--- src/rtl/ahb_master_fifo.sv ---
// rtl/ahb_master_fifo.sv - FWFT command/write-data FIFO with rewind of popped entries
// Entry layout: {HSIZE[2:0], HADDR[31:0], WDATA[31:0]}.
module ahb_master_fifo #(
    parameter int WIDTH    = 67,
    parameter int DEPTH    = 32,
    parameter int AW       = 5,
    parameter int MAX_BACK = 16
) (
    input  logic             HCLK,
    input  logic             HRESETn,
    input  logic             wr_en,
    input  logic [WIDTH-1:0] din,
    input  logic             rd_en,
    output logic [WIDTH-1:0] dout,
    output logic             empty,
    output logic             full,
    input  logic             tail_back,
    input  logic [4:0]       back_length,
    output logic [AW:0]      level,
    output logic             rewind_err
);

    localparam int HW = $clog2(MAX_BACK + 1);
    localparam int CW = (HW > 5) ? HW : 5;

    logic [WIDTH-1:0] mem [DEPTH];

    logic [AW-1:0] wr_ptr_q, wr_ptr_d;
    logic [AW-1:0] rd_ptr_q, rd_ptr_d;
    logic [AW:0]   level_q, level_d;
    logic [HW-1:0] hist_q, hist_d;
    logic          rewind_err_q, rewind_err_d;

    logic          wr_fire;
    logic [CW-1:0] bl_w, hist_w, n_w;
    logic [AW+1:0] occupied;

    // Retained (popped but rewindable) slots count against capacity.
    assign occupied = {1'b0, level_q} + (AW+2)'(hist_q);
    assign full     = (occupied == (AW+2)'(DEPTH));
    assign empty    = (level_q == '0);
    assign dout     = empty ? '0 : mem[rd_ptr_q];
    assign level    = level_q;
    assign rewind_err = rewind_err_q;

    assign wr_fire = wr_en & ~full;
    assign bl_w    = CW'(back_length);
    assign hist_w  = CW'(hist_q);
    assign n_w     = (bl_w > hist_w) ? hist_w : bl_w;

    always_comb begin
        wr_ptr_d     = wr_ptr_q;
        rd_ptr_d     = rd_ptr_q;
        level_d      = level_q;
        hist_d       = hist_q;
        rewind_err_d = 1'b0;

        // A rewind takes priority over a pop in the same cycle.
        if (tail_back) begin
            rd_ptr_d     = rd_ptr_q - AW'(n_w);
            level_d      = level_q + (AW+1)'(n_w);
            hist_d       = hist_q - HW'(n_w);
            rewind_err_d = (bl_w > hist_w);
        end else if (rd_en && !empty) begin
            rd_ptr_d = rd_ptr_q + AW'(1);
            level_d  = level_q - (AW+1)'(1);
            if (hist_q != HW'(MAX_BACK)) begin
                hist_d = hist_q + HW'(1);
            end
        end

        if (wr_fire) begin
            wr_ptr_d = wr_ptr_q + AW'(1);
            level_d  = level_d + (AW+1)'(1);
        end
    end

    always_ff @(posedge HCLK or negedge HRESETn) begin
        if (!HRESETn) begin
            wr_ptr_q     <= '0;
            rd_ptr_q     <= '0;
            level_q      <= '0;
            hist_q       <= '0;
            rewind_err_q <= 1'b0;
        end else begin
            wr_ptr_q     <= wr_ptr_d;
            rd_ptr_q     <= rd_ptr_d;
            level_q      <= level_d;
            hist_q       <= hist_d;
            rewind_err_q <= rewind_err_d;
        end
    end

    always_ff @(posedge HCLK) begin
        if (wr_fire) begin
            mem[wr_ptr_q] <= din;
        end
    end

endmodule

--- config.mk ---
export PLATFORM = sky130hd
export DESIGN_NAME = ahb_master_fifo
export DESIGN_NICKNAME = d
export VERILOG_FILES = /design/src/rtl/ahb_master_fifo.sv
export SDC_FILE = /design/constraint.sdc
export NUM_CORES = 2
export LEC_CHECK = 0
export BUFFER_PORTS_ARGS = -buffer_cell sky130_fd_sc_hd__buf_2
export CORE_MARGIN = 3
export CORE_UTILIZATION = 45
export DETAILED_ROUTE_END_ITERATION = 12
export GPL_TIMING_DRIVEN = 0
export HOLD_SLACK_MARGIN = 0.15
export PLACE_DENSITY_LB_ADDON = 0.3
export REMOVE_ABC_BUFFERS = 1
export SYNTH_ARGS = -nofsm -noshare
export SYNTH_HDL_FRONTEND = slang
export SYNTH_SLANG_ARGS = --single-unit
--- constraint.sdc ---
create_clock -name HCLK -period 5.5 [get_ports HCLK]
set_input_delay 0.55 -clock HCLK [delete_from_list [all_inputs] [get_ports HCLK]]
set_output_delay 0.55 -clock HCLK [all_outputs]
set_load 0.01 [all_outputs]
---- After elaboration in Yosys (flattened, before gate mapping) ----
Memories as Yosys holds them, arrays and structs flattened.
Cells that the tools add are included.
storage, ports and cells
  output and inout port bits .............. 76
  register bits ........................... 22
  memories ................................ 1
  memory bits (writable) .................. 2144
  logic and storage cells ................. 39
  bits of input ports ..................... 77
cells by class
  equal/unequal tests ..................... 2
  order comparisons ....................... 1
  muxes and demuxes ....................... 13
  add/subtract/negate cells ............... 9
  bitwise logic cells ..................... 2
  reduce and logical (&&, ||, !) cells .... 6
memory list
  name  words  bits a word  read ports  clocked after memory_dff  write ports  RTL line  text
  mem   32     67           1           0                         1            26        logic [WIDTH-1:0] mem [DEPTH];
operators by type and width
  kind                                                  count
  two-way mux 67 bit                                    1
  two-way mux 5 bit                                     6
  two-way mux 6 bit                                     3
  adder 5 x 1 -> 5 bit (second input constant)          3
  subtractor 5 bit                                      2
  adder 6 x 5 -> 7 bit                                  1
  equality test 7 x 6 -> 1 bit (second input constant)  1
  adder 6 x 1 -> 6 bit (second input constant)          1
  adder 6 x 5 -> 6 bit                                  1
  zero test 6 bit                                       1
  subtractor 6 x 1 -> 6 bit (second input constant)     1
  > comparator 5 bit                                    1
  != test 5 bit (second input constant)                 1
  nonzero test 2 bit                                    2
  two-way mux 1 bit                                     3
  AND reduction 2 bit                                   1
  bitwise AND 1 bit                                     1
  logical AND 1 bit                                     1
  zero test 1 bit                                       1
  inverter 1 bit                                        1

---- Logic depth before layout (Yosys ltp) ----
  depth in word-level cells ............... 7
  mapped depth ............................ 17
  mapped depth without buffers ............ 16

---- Worst setup path after synthesis ----
Ideal clock, no wire load.
  kind .................................... flip-flop to flip-flop
  from .................................... register level_q[0] (netlist: level[0])
  to ...................................... memory mem[15][0] (enable)
  arrival ................................. 4910 ps
  clock period less this slack ............ 5403 ps
  path buffers ............................ 0
  cell stages (with the launch flop) ...... 10
  data required time ...................... 5007 ps
  path slack .............................. 97 ps
  cells stage by stage .................... dfrtp_1 ha_1 inv_1 fa_1 nor2b_1 a211oi_1 o221a_2 a31oi_2 nand4_1 nor2_1
between the ends
  word-level cells in the longest chain between the ends .. 6
RTL lines
  what                                     RTL line  text
  from (decl)                              30        logic [AW:0] level_q, level_d;
  from (signal assigned)                   88        level_q <= level_d;
  adder 6 x 5 -> 7 bit                     39        assign occupied = {1'b0, level_q} + (AW+2)'(hist_q);
  equality test 7 x 6 -> 1 bit             40        assign full = (occupied == (AW+2)'(DEPTH));
  inverter 1 bit                           46        assign wr_fire = wr_en & ~full;
  bitwise AND 1 bit                        46
  two-way mux 1 bit                        95        if (wr_fire) begin
  two-way mux 1 bit (implied by the code)  96        mem[wr_ptr_q] <= din;
  to (decl)                                26
Every way passes these cells.

---- Worst setup path in the final report ----
  from .................................... register rd_ptr_q[0]
  to ...................................... output dout[0]
between the ends
  word-level cells in the longest chain between the ends .. 2
RTL lines
  what                    RTL line  text
  from (decl)             29        logic [AW-1:0] rd_ptr_q, rd_ptr_d;
  from (signal assigned)  87        rd_ptr_q <= rd_ptr_d;
  memory (32 x 67 bit)    n/a
  two-way mux 67 bit      42        assign dout = empty ? '0 : mem[rd_ptr_q];
  to (decl)               14        output logic [WIDTH-1:0] dout,
Every way passes these cells.

==> reports/results.txt <==
TritonCTS Sinks: 2166
outcome: complete, no violations
FMAX: 199 MHz
top_reg_cell synth: edfxtp_1
largest net degree at the start of global routing: 59
multi-input logic area: 0.0180 sq mm
crit path buf inv count: 5
sequential power share: 0.411
worst-path fanout max: 38
number of flops mapped to enable cells by yosys: 2144
number of port buffers: 152
most common cell in the netlist: edfxtp_1
CTS HTree Levels: 4
CP max stage delay: 670 ps
Layout area overhead: 15.0%
RR Startpoint: level[0]
die width: 437 um
mux share of post-synthesis cell area: 0.181
Hold Path Cell Cnt: 1
Slew HR: 0.153
final core occ: 0.523
period utilization: 0.915
Int Power: 0.0342 W
RSZ-0062 raised after global routing: false
DRT antenna net count: 0
DIE AREA: 0.191 sq mm
share of the synthesized area in the top cell type: 0.769
share of total power in the clock network: 0.283
Worst-Margin Slew: 1270 ps
Hold Startpoint: din[59]
final wirelength: 198000 um
hold crit path type: in2reg
Syn. warnings: 0
Syn Area/Cell: 24.0 sq um
Syn Inst Count: 3493
Setup crit end kind: output pin
final setup violating endpoints: 0
Net Sw Power: 0.0141 W
DIE HEIGHT: 437 um
IO Count: 153
Post-Synth XOR/XNOR Area: 0.00167
P_leak: 30.3 nW
share of cells above drive strength 1: 0.303
Register Area: 0.0650 sq mm
Worst Clk Skew: 23.7 ps
DPL Wire Length: 106000 um
Fin. Hold Viols: 0
Post-Syn Area: 0.0838 sq mm
Distinct cells, synth: 55
Max-cap violations: 0
area leader, netlist: edfxtp_1
remaining global-route overflow: 0
wire per inst: 30.8 um
filler cell count: 13894
total CTS buffers: 211
worst-case clock buffer depth: 3
synthesized flop and latch total: 2166
sw frac: 0.292
Critical Path AT: 4480 ps
FF-to-FF End: mem[15][14]
1st-pass router iterations: 5
vias in the first global route: 40282
simple-gate portion of the synthesized area: 0.0123
post-synthesis adder-cell area fraction: 0.00544
critical path, cell by cell: buf_16, buf_16, buf_16, buf_16, mux4_2, mux4_2, a21oi_1, nor2_1, buf_2
largest cells by area after synthesis: edfxtp_1, mux4_2, mux2i_1
GP Congestion: 0.706
vias: 38575
first-pass GRT wire length: 287000 um
FP Rows: 157
root buffer cell: clkbuf_16
antenna violations before repair: 21
hold endpoint: mem[20][59]
CTS resizes: 0
Setup Buffers After CTS: 0
Max VDD drop: 0.428 mV
FF-to-FF path depth: 11
PwrDens: 501 mW/mm^2
R2R setup slack: 780 ps
Synth Area in Compound Gates: 0.0119
Final Max Slew Viols: 0
Critical Path RT: 4950 ps
Avg Vias per Cell: 5.99
Detailed Route Iter0 Violations: 4796
drc violations: 0
clock slew at reported path FFs: 70 ps
post-synthesis sequential area ratio: 0.775
# nets final: 3908
cell family with most CP delay: buffers and inverters
Initial Utilization: 0.455
WHS: 220 ps
Comb pwr share: 0.306
worst setup path category: reg2out
GRT Util Overall: 0.209
CTS tree: yes
fraction of registers with async set or reset after synthesis: 0.0102
CP startpoint kind: flip-flop
most frequent cells after synthesis: edfxtp_1, mux4_2, clkbuf_1
largest family of logic cells by synthesized area: multiplexers
crit-path most repeated cell: buf_16
core area: 0.184 sq mm
Final min period: 5030 ps
critical path's slowest cell: dfrtp_4
clock insertion delay at the later pin of the skew report: 830 ps
setup TNS: 0 ps
## logic make-up after synthesis
| family | Yosys count |
|---|---|
| AND/OR/NAND/NOR | 197 |
| XOR/XNOR | 16 |
| adder cells (fa/ha/maj) | 34 |
| buffers and inverters | 214 |
| flip-flops | 2166 |
| AO/OA/AOI/OAI | 149 |
| multiplexers | 717 |
## metal layers
metal  global-route usage  vias to the layer above  routed length [um]
li1                     -                    15682                   -
met3               0.0386                      324               15100
met5                    0                        -                  28
met4               0.0562                        6                4620
met2                0.330                     1619               96300
met1                0.303                    20944               82400
## power by group through the flow
stage / clock (W) / combinational [W] / sequential, W
after floorplan: 0 / 0.00801 / 0.0209
after global placement: 0 / 0.00902 / 0.0213
after detailed placement: 0 / 0.0150 / 0.0202
after CTS: 0.0139 / 0.0151 / 0.0198
after global routing: 0.0145 / 0.0159 / 0.0199
final: 0.0136 / 0.0148 / 0.0198
## through the flow
stage	setup slack (ps)	cell area, sq um	cells	power (W)
after global routing	131	96300	6438	0.0503
after global placement	-28550	86600	5918	0.0303
after CTS	227	96300	6438	0.0489
final	466	96300	6443	0.0483
after detailed placement	883	89500	6017	0.0352
after floorplan	-17290	82800	3302	0.0289
## flip-flops by register name, indices dropped and copies added (netlist names)
signal	count
mem	2144
level	6
hist_q	5
rd_ptr_q	5
wr_ptr_q	5
rewind_err	1
## worst max path at each step
stage | startpoint | to | slack, ps | depth (start not counted)
floorplan | rd_ptr_q[0] | dout[0] | -17290 | 6
global placement | rd_ptr_q[0] | dout[55] | -28550 | 6
detailed placement | level[0] | mem[15][14] | 880 | 11
CTS | rd_ptr_q[0] | dout[0] | 230 | 9
global route | rd_ptr_q[0] | dout[0] | 130 | 9
finish | rd_ptr_q[0] | dout[0] | 470 | 9
## placed cells by master (no fill, tap or decap), types with 31 or more instances in the layout
cell type,netlist,layout
mux2i_1,74,74
nor2b_1,37,37
buf_2,25,152
clkbuf_1,111,66
nor2_1,76,75
dlygate4sd3_1,0,31
clkinv_1,1,55
clkbuf_16,0,216
edfxtp_1,2144,2144
buf_16,0,92
and3_4,0,31
a211oi_1,68,68
a21oi_1,47,47
mux4_2,637,637
## what timing repair did
item                                   in CTS  in global routing
hold buffers                               31                  0
endpoints found under the hold margin     462                  0
setup endpoints to repair                   0                  0
## cell type report
cell class,count,area share
sequential,2166,0.674
multi-input combinational,1113,0.186
clock buffer,282,0.0587
timing repair buffer,282,0.0389
tap,2464,0.0320
clock inverter,108,0.00872
inverter,23,0.000948
antenna,5,0.000130
(Power assumes the default switching activity.)
